**src/rtl/lsu_stage_pkg.sv**
```systemverilog
// Shared definitions for the load/store stage: memop encoding, FSM states,
// CLINT window defaults and the access-size helper.
package lsu_stage_pkg;

  localparam logic [2:0] MOP_NONE = 3'd0;
  localparam logic [2:0] MOP_B    = 3'd1;
  localparam logic [2:0] MOP_H    = 3'd2;
  localparam logic [2:0] MOP_W    = 3'd3;
  localparam logic [2:0] MOP_D    = 3'd4;
  localparam logic [2:0] MOP_BU   = 3'd5;
  localparam logic [2:0] MOP_HU   = 3'd6;
  localparam logic [2:0] MOP_WU   = 3'd7;

  localparam logic [63:0] CLINT_BASE_DEF = 64'h0000_0000_0200_0000;
  localparam logic [63:0] CLINT_LAST_DEF = 64'h0000_0000_0200_BFFF;

  typedef enum logic [1:0] {S_IDLE, S_REQ, S_WAIT, S_DONE} lsu_state_e;

  // log2 of access size in bytes; doublewords collapse to words on RV32
  function automatic logic [1:0] mop_lg2(input logic [2:0] mop, input int xlen);
    case (mop)
      MOP_H, MOP_HU: return 2'd1;
      MOP_W, MOP_WU: return 2'd2;
      MOP_D:         return (xlen == 64) ? 2'd3 : 2'd2;
      default:       return 2'd0;
    endcase
  endfunction

endpackage

```
**src/rtl/lsu_stage_if.sv**
```systemverilog
// EXU/WB handshakes, data bus and CLINT port bundle of the load/store stage.
interface lsu_stage_if #(parameter int XLEN = 64, parameter int SB_W = 200);
  logic              in_valid, in_ready;
  logic [XLEN-1:0]   in_addr, in_wdata;
  logic [2:0]        in_memop;
  logic              in_we;
  logic [SB_W-1:0]   in_sb;

  logic              out_valid, out_ready;
  logic [XLEN-1:0]   out_rdata, out_alures;
  logic [SB_W-1:0]   out_sb;
  logic              out_fault;

  logic              mem_req_valid, mem_req_ready, mem_req_we;
  logic [XLEN-1:0]   mem_req_addr, mem_req_wdata;
  logic [XLEN/8-1:0] mem_req_wstrb;
  logic              mem_resp_valid;
  logic [XLEN-1:0]   mem_resp_rdata;

  logic              clint_re, clint_we;
  logic [XLEN-1:0]   clint_addr, clint_wdata, clint_rdata;
  logic              clint_mtip_i, clint_mtip;

  modport master (
    input  in_valid, in_addr, in_wdata, in_memop, in_we, in_sb, out_ready,
           mem_req_ready, mem_resp_valid, mem_resp_rdata, clint_rdata, clint_mtip_i,
    output in_ready, out_valid, out_rdata, out_alures, out_sb, out_fault,
           mem_req_valid, mem_req_addr, mem_req_we, mem_req_wdata, mem_req_wstrb,
           clint_re, clint_we, clint_addr, clint_wdata, clint_mtip
  );

  modport slave (
    output in_valid, in_addr, in_wdata, in_memop, in_we, in_sb, out_ready,
           mem_req_ready, mem_resp_valid, mem_resp_rdata, clint_rdata, clint_mtip_i,
    input  in_ready, out_valid, out_rdata, out_alures, out_sb, out_fault,
           mem_req_valid, mem_req_addr, mem_req_we, mem_req_wdata, mem_req_wstrb,
           clint_re, clint_we, clint_addr, clint_wdata, clint_mtip
  );
endinterface

```
**src/rtl/lsu_align.sv**
```systemverilog
// Byte-lane placement for stores and lane extraction with sign/zero
// extension for loads; purely combinational.
module lsu_align import lsu_stage_pkg::*; #(
  parameter int XLEN = 64
) (
  input  logic [2:0]                 memop_i,
  input  logic [$clog2(XLEN/8)-1:0]  off_i,
  input  logic [XLEN-1:0]            wdata_i,
  input  logic [XLEN-1:0]            rdata_i,
  output logic [XLEN-1:0]            wdata_o,
  output logic [XLEN/8-1:0]          wstrb_o,
  output logic [XLEN-1:0]            ldata_o
);
  localparam int NB = XLEN/8;

  logic [1:0]      lg2;
  logic [NB-1:0]   mask;
  logic [XLEN-1:0] lane;

  assign lg2  = mop_lg2(memop_i, XLEN);
  assign lane = rdata_i >> {off_i, 3'b000};

  always_comb begin
    mask = '0;
    for (int i = 0; i < NB; i++)
      if (i < (1 << lg2)) mask[i] = 1'b1;
    wstrb_o = (memop_i == MOP_NONE) ? '0 : (mask << off_i);
    // replicating the low bytes puts them in every lane, including the addressed one
    case (lg2)
      2'd0:    wdata_o = {NB{wdata_i[7:0]}};
      2'd1:    wdata_o = {(NB/2){wdata_i[15:0]}};
      2'd2:    wdata_o = {(NB/4){wdata_i[31:0]}};
      default: wdata_o = wdata_i;
    endcase
  end

  always_comb begin
    case (memop_i)
      MOP_B:   ldata_o = XLEN'($signed(lane[7:0]));
      MOP_H:   ldata_o = XLEN'($signed(lane[15:0]));
      MOP_W:   ldata_o = XLEN'($signed(lane[31:0]));
      MOP_BU:  ldata_o = XLEN'(lane[7:0]);
      MOP_HU:  ldata_o = XLEN'(lane[15:0]);
      MOP_WU:  ldata_o = XLEN'(lane[31:0]);
      MOP_D:   ldata_o = lane;
      default: ldata_o = '0;
    endcase
  end
endmodule

```
**src/rtl/lsu_stage.sv**
```systemverilog
// Load/store stage between EXU and WB: one access in flight, misalignment trap,
// optional same-cycle CLINT window enabled by `define LSU_CLINT_EN.
module lsu_stage import lsu_stage_pkg::*; #(
  parameter int          XLEN       = 64,
  parameter int          SB_W       = 200,
  parameter logic [63:0] CLINT_BASE = CLINT_BASE_DEF,
  parameter logic [63:0] CLINT_LAST = CLINT_LAST_DEF
) (
  input logic         clk,
  input logic         rst,
  lsu_stage_if.master io
);
  localparam int NB   = XLEN/8;
  localparam int OFFW = $clog2(NB);

  lsu_state_e      state_q, state_d;
  logic [XLEN-1:0] addr_q, addr_d, wdata_q, wdata_d, raw_q, raw_d;
  logic [2:0]      memop_q, memop_d;
  logic [SB_W-1:0] sb_q, sb_d;
  logic            ld_q, ld_d, st_q, st_d, fault_q, fault_d;

  logic            in_ld, in_st, in_mis, in_clint, accept, go_bus;
  logic [1:0]      in_lg2;
  logic [OFFW-1:0] in_off, sz_mask;
  logic [XLEN-1:0] al_wdata, al_ldata;
  logic [NB-1:0]   al_wstrb;

  assign in_ld   = (io.in_memop != MOP_NONE) && !io.in_we;
  assign in_st   = io.in_we && (io.in_memop inside {MOP_B, MOP_H, MOP_W, MOP_D});
  assign in_lg2  = mop_lg2(io.in_memop, XLEN);
  assign in_off  = io.in_addr[OFFW-1:0];
  assign sz_mask = OFFW'((1 << in_lg2) - 1);
  assign in_mis  = (in_ld || in_st) && |(in_off & sz_mask);

`ifdef LSU_CLINT_EN
  logic [63:0] in_addr64;
  assign in_addr64 = 64'(io.in_addr);
  assign in_clint  = (in_ld || in_st) && !in_mis &&
                     (in_addr64 >= CLINT_BASE) && (in_addr64 <= CLINT_LAST);
`else
  assign in_clint  = 1'b0;
`endif

  assign accept = io.in_valid && io.in_ready;
  assign go_bus = (in_ld || in_st) && !in_mis && !in_clint;

  always_ff @(posedge clk or negedge rst) begin
    if (!rst) begin
      state_q <= S_IDLE;
      addr_q  <= '0;
      wdata_q <= '0;
      raw_q   <= '0;
      memop_q <= MOP_NONE;
      sb_q    <= '0;
      ld_q    <= 1'b0;
      st_q    <= 1'b0;
      fault_q <= 1'b0;
    end else begin
      state_q <= state_d;
      addr_q  <= addr_d;
      wdata_q <= wdata_d;
      raw_q   <= raw_d;
      memop_q <= memop_d;
      sb_q    <= sb_d;
      ld_q    <= ld_d;
      st_q    <= st_d;
      fault_q <= fault_d;
    end
  end

  // an accept (from IDLE or back-to-back from DONE) overrides the hold/drain path
  always_comb begin
    state_d = state_q;
    case (state_q)
      S_REQ:   if (io.mem_req_ready)  state_d = S_WAIT;
      S_WAIT:  if (io.mem_resp_valid) state_d = S_DONE;
      S_DONE:  if (io.out_ready)      state_d = S_IDLE;
      default: ;
    endcase
    if (accept) state_d = go_bus ? S_REQ : S_DONE;
  end

  always_comb begin
    addr_d  = addr_q;
    wdata_d = wdata_q;
    raw_d   = raw_q;
    memop_d = memop_q;
    sb_d    = sb_q;
    ld_d    = ld_q;
    st_d    = st_q;
    fault_d = fault_q;
    if (accept) begin
      addr_d  = io.in_addr;
      wdata_d = io.in_wdata;
      memop_d = io.in_memop;
      sb_d    = io.in_sb;
      ld_d    = in_ld && !in_mis;
      st_d    = in_st && !in_mis;
      fault_d = in_mis;
      raw_d   = in_clint ? io.clint_rdata : '0;
    end else if (state_q == S_WAIT && io.mem_resp_valid) begin
      raw_d   = io.mem_resp_rdata;
    end
  end

  always_comb begin
    io.in_ready      = (state_q == S_IDLE) || (state_q == S_DONE && io.out_ready);
    io.out_valid     = (state_q == S_DONE);
    io.mem_req_valid = (state_q == S_REQ);
  end

  lsu_align #(.XLEN(XLEN)) u_align (
    .memop_i (memop_q),
    .off_i   (addr_q[OFFW-1:0]),
    .wdata_i (wdata_q),
    .rdata_i (raw_q),
    .wdata_o (al_wdata),
    .wstrb_o (al_wstrb),
    .ldata_o (al_ldata)
  );

  assign io.out_alures    = addr_q;
  assign io.out_sb        = sb_q;
  assign io.out_fault     = fault_q;
  assign io.out_rdata     = ld_q ? al_ldata : '0;
  assign io.mem_req_addr  = {addr_q[XLEN-1:OFFW], {OFFW{1'b0}}};
  assign io.mem_req_we    = st_q;
  assign io.mem_req_wdata = al_wdata;
  assign io.mem_req_wstrb = st_q ? al_wstrb : '0;

`ifdef LSU_CLINT_EN
  logic clint_acc, mtip_q;
  // rst gating keeps the strobes quiet while the FSM is held in reset
  assign clint_acc      = accept && in_clint && rst;
  assign io.clint_re    = clint_acc && in_ld;
  assign io.clint_we    = clint_acc && in_st;
  assign io.clint_addr  = clint_acc ? io.in_addr : '0;
  assign io.clint_wdata = (clint_acc && in_st) ? io.in_wdata : '0;
  assign io.clint_mtip  = mtip_q;

  always_ff @(posedge clk or negedge rst) begin
    if (!rst) mtip_q <= 1'b0;
    else      mtip_q <= io.clint_mtip_i;
  end
`else
  logic unused_clint;
  assign unused_clint   = ^{io.clint_mtip_i, CLINT_BASE, CLINT_LAST};
  assign io.clint_re    = 1'b0;
  assign io.clint_we    = 1'b0;
  assign io.clint_addr  = '0;
  assign io.clint_wdata = '0;
  assign io.clint_mtip  = 1'b0;
`endif
endmodule

```
**src/flat_wrapper.sv**
```systemverilog
// flat-port wrapper written by rule: the top's interface ports become plain ports
module lsu_stage_flat import lsu_stage_pkg::*;
#(
  parameter int          XLEN       = 64,
  parameter int          SB_W       = 200,
  parameter logic [63:0] CLINT_BASE = CLINT_BASE_DEF,
  parameter logic [63:0] CLINT_LAST = CLINT_LAST_DEF
)
  (clk, rst, io_in_valid, io_in_addr, io_in_wdata, io_in_memop, io_in_we, io_in_sb, io_out_ready, io_mem_req_ready, io_mem_resp_valid, io_mem_resp_rdata, io_clint_rdata, io_clint_mtip_i, io_in_ready, io_out_valid, io_out_rdata, io_out_alures, io_out_sb, io_out_fault, io_mem_req_valid, io_mem_req_addr, io_mem_req_we, io_mem_req_wdata, io_mem_req_wstrb, io_clint_re, io_clint_we, io_clint_addr, io_clint_wdata, io_clint_mtip);
  lsu_stage_if #(.XLEN(XLEN), .SB_W(SB_W)) io_i ();
  input logic clk;
  input logic rst;
  input wire logic [$bits(io_i.in_valid)-1:0] io_in_valid;
  input wire logic [$bits(io_i.in_addr)-1:0] io_in_addr;
  input wire logic [$bits(io_i.in_wdata)-1:0] io_in_wdata;
  input wire logic [$bits(io_i.in_memop)-1:0] io_in_memop;
  input wire logic [$bits(io_i.in_we)-1:0] io_in_we;
  input wire logic [$bits(io_i.in_sb)-1:0] io_in_sb;
  input wire logic [$bits(io_i.out_ready)-1:0] io_out_ready;
  input wire logic [$bits(io_i.mem_req_ready)-1:0] io_mem_req_ready;
  input wire logic [$bits(io_i.mem_resp_valid)-1:0] io_mem_resp_valid;
  input wire logic [$bits(io_i.mem_resp_rdata)-1:0] io_mem_resp_rdata;
  input wire logic [$bits(io_i.clint_rdata)-1:0] io_clint_rdata;
  input wire logic [$bits(io_i.clint_mtip_i)-1:0] io_clint_mtip_i;
  output wire logic [$bits(io_i.in_ready)-1:0] io_in_ready;
  output wire logic [$bits(io_i.out_valid)-1:0] io_out_valid;
  output wire logic [$bits(io_i.out_rdata)-1:0] io_out_rdata;
  output wire logic [$bits(io_i.out_alures)-1:0] io_out_alures;
  output wire logic [$bits(io_i.out_sb)-1:0] io_out_sb;
  output wire logic [$bits(io_i.out_fault)-1:0] io_out_fault;
  output wire logic [$bits(io_i.mem_req_valid)-1:0] io_mem_req_valid;
  output wire logic [$bits(io_i.mem_req_addr)-1:0] io_mem_req_addr;
  output wire logic [$bits(io_i.mem_req_we)-1:0] io_mem_req_we;
  output wire logic [$bits(io_i.mem_req_wdata)-1:0] io_mem_req_wdata;
  output wire logic [$bits(io_i.mem_req_wstrb)-1:0] io_mem_req_wstrb;
  output wire logic [$bits(io_i.clint_re)-1:0] io_clint_re;
  output wire logic [$bits(io_i.clint_we)-1:0] io_clint_we;
  output wire logic [$bits(io_i.clint_addr)-1:0] io_clint_addr;
  output wire logic [$bits(io_i.clint_wdata)-1:0] io_clint_wdata;
  output wire logic [$bits(io_i.clint_mtip)-1:0] io_clint_mtip;
  assign io_i.in_valid = io_in_valid;
  assign io_i.in_addr = io_in_addr;
  assign io_i.in_wdata = io_in_wdata;
  assign io_i.in_memop = io_in_memop;
  assign io_i.in_we = io_in_we;
  assign io_i.in_sb = io_in_sb;
  assign io_i.out_ready = io_out_ready;
  assign io_i.mem_req_ready = io_mem_req_ready;
  assign io_i.mem_resp_valid = io_mem_resp_valid;
  assign io_i.mem_resp_rdata = io_mem_resp_rdata;
  assign io_i.clint_rdata = io_clint_rdata;
  assign io_i.clint_mtip_i = io_clint_mtip_i;
  assign io_in_ready = io_i.in_ready;
  assign io_out_valid = io_i.out_valid;
  assign io_out_rdata = io_i.out_rdata;
  assign io_out_alures = io_i.out_alures;
  assign io_out_sb = io_i.out_sb;
  assign io_out_fault = io_i.out_fault;
  assign io_mem_req_valid = io_i.mem_req_valid;
  assign io_mem_req_addr = io_i.mem_req_addr;
  assign io_mem_req_we = io_i.mem_req_we;
  assign io_mem_req_wdata = io_i.mem_req_wdata;
  assign io_mem_req_wstrb = io_i.mem_req_wstrb;
  assign io_clint_re = io_i.clint_re;
  assign io_clint_we = io_i.clint_we;
  assign io_clint_addr = io_i.clint_addr;
  assign io_clint_wdata = io_i.clint_wdata;
  assign io_clint_mtip = io_i.clint_mtip;
  lsu_stage #(.XLEN(XLEN), .SB_W(SB_W), .CLINT_BASE(CLINT_BASE), .CLINT_LAST(CLINT_LAST)) u_core (.clk(clk), .rst(rst), .io(io_i));
endmodule
```
**config.mk**
```make
export PLATFORM = sky130hd
export DESIGN_NAME = lsu_stage_flat
export DESIGN_NICKNAME = d
export VERILOG_FILES = /design/src/rtl/lsu_stage_pkg.sv /design/src/rtl/lsu_stage_if.sv /design/src/rtl/lsu_align.sv /design/src/rtl/lsu_stage.sv /design/src/flat_wrapper.sv
export SDC_FILE = /design/constraint.sdc
export NUM_CORES = 1
export LEC_CHECK = 0
export CAP_MARGIN = 20
export CORE_AREA = 2 2 416 418
export CTS_BUF_LIST = sky130_fd_sc_hd__clkbuf_2
export DETAILED_ROUTE_END_ITERATION = 7
export DIE_AREA = 0 0 418 420
export GPL_ROUTABILITY_DRIVEN = 0
export MAX_ROUTING_LAYER = met4
export PLACE_DENSITY = 0.3
export SLEW_MARGIN = 20
export SYNTH_ARGS = -nofsm -noshare
export SYNTH_HDL_FRONTEND = slang
export SYNTH_SLANG_ARGS = --single-unit
```
**constraint.sdc**
```tcl
create_clock -name clk -period 3.4 [get_ports clk]
set_clock_uncertainty 0.05 [all_clocks]
set_input_delay 0.85 -clock clk [delete_from_list [all_inputs] [get_ports clk]]
set_output_delay 0.85 -clock clk [all_outputs]
set_load 0.02 [all_outputs]
```
==> flow_summary.toml, run 1 <==
[status]
status = "finished with violations"
violations = "negative setup slack"

[final_layout]
multi_input_area_sq_mm = 0.009734
fillerInstances = 18610
nets = 3732
fin_cells = 5604
seq_area_sq_mm = 0.01006
drive_above_1_share_pct = 41.97
postLayoutCoreUtil_pct = 23.19
area_growth_syn_to_layout_pct = 96.25

[yosys]
ys_seq_elements = 400
synth_flop_cell = "dfrtp_1"
syn_area_sq_mm = 0.02021
seq_area_frac_synth_pct = 49.54
synthArstFlopShare_pct = 100.0
yosysUniqueCellTypes = 47
synth_edf_count = 0
syn_inst = 1748
synth_area_per_cell_sq_um = 11.56
ys_warn_count = 0

[route]
vias_per_cell = 3.515
ant_nets = 0
drt_iter0_markers = 711
drc = 0
drt-wirelength-per-cell_microns = 22.34
vias = 19700
wl_microns = 125200
dr.pass1.iters = 4

[pwr]
p_leak_uw = 0.01675
p_per_area_mw_per_mm2 = 974.2
vdd_drop_max_uv = 335.3

[global_routing]
grt_use_total_pct = 14.24
antenna_found_initial = 17
grt.overflow.total = 0
grt_first_pass_wirelength_microns = 170500
grt_max_degree = 65
first_global_vias = 21440

[sta]
hold_violations = 0
fin_ws_ns = -1.181
drv_slew = 0
rsz0062_at_grt = "yes"
post-route-min-period_ns = 4.581
max_clock_freq_mhz = 218.3
setup_viol = 129
slew-limit-headroom_pct = 31.52
tightest_slew_ns = 1.027
finalCritPeriodShare_pct = 134.7

[setup_path]
slowest_stage = "dfrtp_4"
critical_path_buf_inv_count = 5
path_cells = "buf_6 -> buf_6 -> mux2_4 -> mux4_2 -> a2bb2oi_4 -> buf_8 -> clkbuf_16 -> a31oi_2 -> buf_4"
cp-startpoint = "u_core.io.out_alures[1]"
critical-path-top-delay-family = "multiplexers"
crit_cells = 9
rr_endpoint = "u_core.ld_q"
startpoint_type = "register"
endpoint_kind = "output pin"
max_stage_delay_ns = 0.52
reg2reg_depth = 7
crit_fanout = 6
r2r-start = "u_core.state_q[0]"
setup.worst_path.end = "io_out_rdata[41]"
crit_path_frequent_cell = "buf_6"
crit_arrival_ns = 3.68
cp.required_ns = 2.50
crit_type = "register to output pin"
r2r_slack_ns = 1.07

[floorplan]
die_x_microns = 418
die_h_microns = 420
io_pins = 1067
start_util_pct = 11.82
core_sq_mm = 0.1710
dieArea_sq_mm = 0.1756
rows = 152

[placement]
post-dp-hpwl_microns = 96280
io_buffer_count = 867
dp_slack_ns = -0.2805
dp.cells = 4802

[clock_tree]
cts_sinks = 400
clockBufferDepth = 3
cts_max_level = 4
cts_buffers = 137
clkLatencyLatePin_ns = 1.44
clk_pin_slew_ns = 0.09
cts_root_buf = "clkbuf_2"
cts_tree = "yes"

[flow_run]
maxCapViolCount = 0

[hold_path]
min-delay-path-class = "primary input to register"
report_power, final:
group / switching [uW] / leakage, uW / internal (uW)
sequential: 2300 / 0.00477 / 7200
combinational: 13000 / 0.0111 / 11900
clock: 2610 / 0.000897 / 1630
total: 17900 / 0.0168 / 20800
worst reg2reg max path, stage by stage (launching register included):
cell	delay (ns)
dfrtp_2	0.46
nor2b_4	0.16
buf_4	0.14
a211oi_4	0.32
buf_12	0.25
nand2b_1	0.15
o41ai_1	0.07
dlygate4sd3_1	0.56
what timing repair did:
item / CTS / global route
hold endpoints to repair: 797 / 0
resized for setup: 1649 / 196
hold buffers: 403 / 0
pin swaps: 71 / 45
setup endpoints to repair: 465 / 136
buffers inserted: 123 / 49
gates cloned: 5 / 5
per-stage QoR:
| step | total power, uW | hold WS, ns | instance area (sq um) | setup TNS, ns |
|---|---|---|---|---|
| after floorplan | 19700 | 0.4005 | 20710 | 0 |
| after global placement | 31370 | 0.4385 | 31590 | -2.876 |
| after detailed placement | 31220 | 0.4352 | 31590 | -2.919 |
| after CTS | 38600 | 0.02784 | 38850 | -148.19 |
| after global routing | 41080 | 0.05074 | 39650 | -154.49 |
| final | 38630 | 0.2313 | 39660 | -109.68 |
area by class of cell:
| cell class | count | share of cell area [%] |
|---|---|---|
| antenna | 16 | 0.1010 |
| clock buffer | 196 | 2.474 |
| clock inverter | 33 | 0.4796 |
| inverter | 5 | 0.04733 |
| multi-input combinational | 1151 | 24.55 |
| sequential | 400 | 25.38 |
| tap | 2233 | 7.046 |
| timing repair buffer | 1570 | 39.93 |
synthesized netlist by cell type (all sizes together) (11+ instances only):
cell / n / area, sq um
buf: 278 / 1921
a31oi: 33 / 206.5
a21o: 18 / 135.1
clkbuf: 47 / 176.4
mux4: 31 / 698.2
nand2: 250 / 938.4
nand2b: 21 / 131.4
mux2: 356 / 4009
a21oi: 114 / 570.6
or2: 12 / 75.08
o21ai: 16 / 80.07
dfrtp: 400 / 10010
mux2i: 42 / 420.4
nor2: 21 / 78.83
nand3: 15 / 75.07
and2: 11 / 68.82
metal layers:
layer  share of wire, %  up-vias  wire (microns)  track usage, %
met5                  0        -               0               -
met4                2.0        0            2463           3.702
met3                7.3      164            9159           4.858
met2                 50      700           62310           23.48
met1                 41     9927           51240           16.46
li1                   -     8909               -               -
worst min-delay path by stage:
stage | startpoint | endpoint | slack [ns] | cells past startpoint
global placement | u_core.wdata_q[38] | u_core.wdata_q[38] | 0.44 | 1
CTS | io_in_addr[0] | u_core.io.out_alures[0] | 0.03 | 3
global route | io_in_addr[0] | u_core.io.out_alures[0] | 0.05 | 3
detailed placement | u_core.io.out_fault | u_core.io.out_fault | 0.44 | 1
finish | io_in_addr[0] | u_core.io.out_alures[0] | 0.23 | 3
floorplan | u_core.ld_q | u_core.ld_q | 0.40 | 2
sequential cells by signal (all words and copies together) (netlist names):
register              cells
u_core.raw_q             64
u_core.wdata_q           64
u_core.io.out_fault       1
u_core.memop_q            3
u_core.io.out_alures     64
u_core.ld_q               1
u_core.state_q            2
u_core.io.out_sb        200
u_core.io.mem_req_we      1
logic make-up after synthesis:
logic type,after synthesis,synth area share (%)
mux,429,25.37
flops,400,49.54
simple gates,346,7.288
buf+inv,330,10.47
compound gates,241,7.263
fa+ha+maj,1,0.04954
other cells,1,0.01856
cells in the final DEF, fill, tap and decap left out, types with 84 or more instances in the layout:
cell type and count:
buf_6 173, clkbuf_2 197, mux2_2 339, dlygate4sd3_1 402, dfrtp_1 360, clkdlybuf4s15_2 84, buf_4 173, conb_1 134
nand2_1 215, buf_2 84, a21oi_1 88, clkdlybuf4s50_1 400, dlygate4sd2_1 127
Note: power is estimated with default switching activity, not from simulation.
==> inputs of run 2 (changes only) <==
==> constraint.sdc (replaced) <==
create_clock -name clk -period 4.65 [get_ports clk]
set_clock_uncertainty 0.05 [all_clocks]
set_input_delay 1.1625 -clock clk [delete_from_list [all_inputs] [get_ports clk]]
set_output_delay 1.1625 -clock clk [all_outputs]
set_load 0.02 [all_outputs]
==> flow_summary.toml, run 2 (synthesis results as in run 1) <==
[status]
status = "finished with violations"
violations = "negative setup slack"

[floorplan]
dieArea_sq_mm = 0.1756
rows = 152
io_pins = 1067
die_h_microns = 420
die_x_microns = 418
core_sq_mm = 0.1710
start_util_pct = 11.82

[sta]
hold_slack_ns = 0.2568
rsz0062_at_grt = "yes"
max_clock_freq_mhz = 203.8
drv_slew = 0
finalCritPeriodShare_pct = 105.5
setup_viol = 58
tightest_slew_ns = 1.049
hold_violations = 0
fin_ws_ns = -0.2572
slew-limit-headroom_pct = 30.08
post-route-min-period_ns = 4.907

[setup_path]
cp.required_ns = 3.44
critical-path-top-delay-family = "multiplexers"
r2r_slack_ns = 2.09
r2r-start = "u_core.state_q[1]"
max_stage_delay_ns = 0.52
crit_arrival_ns = 3.69
crit_type = "register to output pin"
crit_fanout = 10
slowest_stage = "dfrtp_4"
critical_path_buf_inv_count = 4
path_cells = "mux2_2 -> mux4_2 -> a2bb2oi_4 -> buf_6 -> buf_16 -> buf_6 -> a31oi_4 -> buf_4"
crit_path_frequent_cell = "buf_6"
reg2reg_depth = 5
startpoint_type = "register"
endpoint_kind = "output pin"
rr_endpoint = "u_core.io.out_sb[127]"

[route]
drt_iter0_markers = 658
wl_microns = 122300
vias_per_cell = 3.465
drc = 0
ant_nets = 0
vias = 18140
dr.pass1.iters = 5
drt-wirelength-per-cell_microns = 23.36

[clock_tree]
cts_sinks = 400
clkLatencyLatePin_ns = 1.41
cts_max_level = 4
cts_root_buf = "clkbuf_2"
clk_pin_slew_ns = 0.11
cts_buffers = 138
clockBufferDepth = 3
cts_tree = "yes"

[global_routing]
grt.overflow.total = 0
grt_max_degree = 75
antenna_found_initial = 21
first_global_vias = 19520
grt_use_total_pct = 13.91
grt_first_pass_wirelength_microns = 163100

[final_layout]
area_growth_syn_to_layout_pct = 77.84
layout_common_cells = "735 x clkdlybuf4s50_1, 393 x dfrtp_1, 351 x mux2_2"
postLayoutCoreUtil_pct = 21.02
nets = 3367
layout_commonest_cell = "clkdlybuf4s50_1"
largest_register_ffs = 200
drive_above_1_share_pct = 33.84
fin_cells = 5234

[hold_path]
min-delay-path-class = "primary input to register"
hold_start = "io_mem_resp_rdata[16]"
holdPathStages = 3
min_to = "u_core.raw_q[16]"

[placement]
post-dp-hpwl_microns = 93860
io_buffer_count = 867
dp.cells = 4716

[pwr]
p_leak_uw = 0.01440
vdd_drop_max_uv = 251.4
p_per_area_mw_per_mm2 = 741.9
power_uw = 26660

[flow_run]
maxCapViolCount = 0
## run 2: cell count changes in the layout (fill, tap and decap cells not counted), moves of 16 or more
cell,change
buf_6,-77
clkdlybuf4s15_2,-84
dlygate4sd3_1,-210
buf_4,-76
dfrtp_1,+33
a21oi_4,+16
buf_2,-50
clkdlybuf4s50_1,+335
clkdlybuf4s15_1,-39
buf_12,-38
dlygate4sd2_1,-124
dfrtp_2,-35
## run 2: layout make-up
cell class | count | area (sq um)
repair buffers | 1204 | 12250
clock inverters | 26 | 160.2
fillers | 18670 | 135000
diodes | 22 | 55.05
clock buffers | 193 | 965.9
well taps | 2233 | 2794
inverters | 5 | 22.52
multi-input cells | 1151 | 9664
flip-flops and latches | 400 | 10030
## run 2: repair_timing
item,4_1_cts,5_1_grt
gates cloned,9,3
hold buffers,192,0
endpoints found under the setup margin,131,98
resized for setup,793,102
buffers inserted,63,15
hold endpoints to repair,284,0
pin swaps,21,41
## run 2: metal layers
layer	wire length (microns)	vias to the layer above	global-route usage [%]
met4	2845	0	4.399
met1	48620	9081	15.62
met3	10350	164	5.593
met5	0	-	-
li1	-	8184	-
met2	60440	708	22.49
## run 2: through the flow
step / TNS (ns) / area, sq um / worst slack [ns]
finish: -9.331 / 35940 / -0.2572
detailed placement: 0 / 30680 / 0.4548
CTS: -29.06 / 35400 / -0.5716
floorplan: 0 / 20710 / 1.238
global route: -31.60 / 35920 / -0.5672
global placement: 0 / 30680 / 0.4656
## run 2: worst reg2reg max path: stages (launching register included)
cell and delay [ns]:
dfrtp_1 0.59, nor2b_1 0.18, a211oi_4 0.34, buf_12 0.36
buf_4 0.49, mux2_2 0.41
## run 2: worst max path at each step
stage                                  startpoint                   end  slack, ns  cells past startpoint
after floorplan           u_core.io.out_alures[1]   io_mem_req_wstrb[6]       1.24                      8
after global placement          u_core.memop_q[2]  io_mem_req_wdata[10]       0.47                      7
after detailed placement        u_core.memop_q[2]  io_mem_req_wdata[10]       0.45                      7
after CTS                 u_core.io.out_alures[1]      io_out_rdata[13]      -0.57                      8
after global routing      u_core.io.out_alures[1]      io_out_rdata[61]      -0.57                      8
final                     u_core.io.out_alures[1]      io_out_rdata[61]      -0.26                      8
## run 2: report_power, final
part	internal [uW]	switching (uW)	leakage [uW]
Combinational	7760	8770	0.00872
Clock	1170	1880	0.000876
Sequential	5230	1850	0.00480
==> inputs of run 3 (changes only) <==
--- a/config.mk
+++ b/config.mk
@@ -5,7 +5,6 @@
 export SDC_FILE = /design/constraint.sdc
 export NUM_CORES = 1
 export LEC_CHECK = 0
-export CAP_MARGIN = 20
 export CORE_AREA = 2 2 416 418
 export CTS_BUF_LIST = sky130_fd_sc_hd__clkbuf_2
 export DETAILED_ROUTE_END_ITERATION = 7
==> results of run 3 <==
No change in the layout: final DEF, timing and power equal those of run 2.
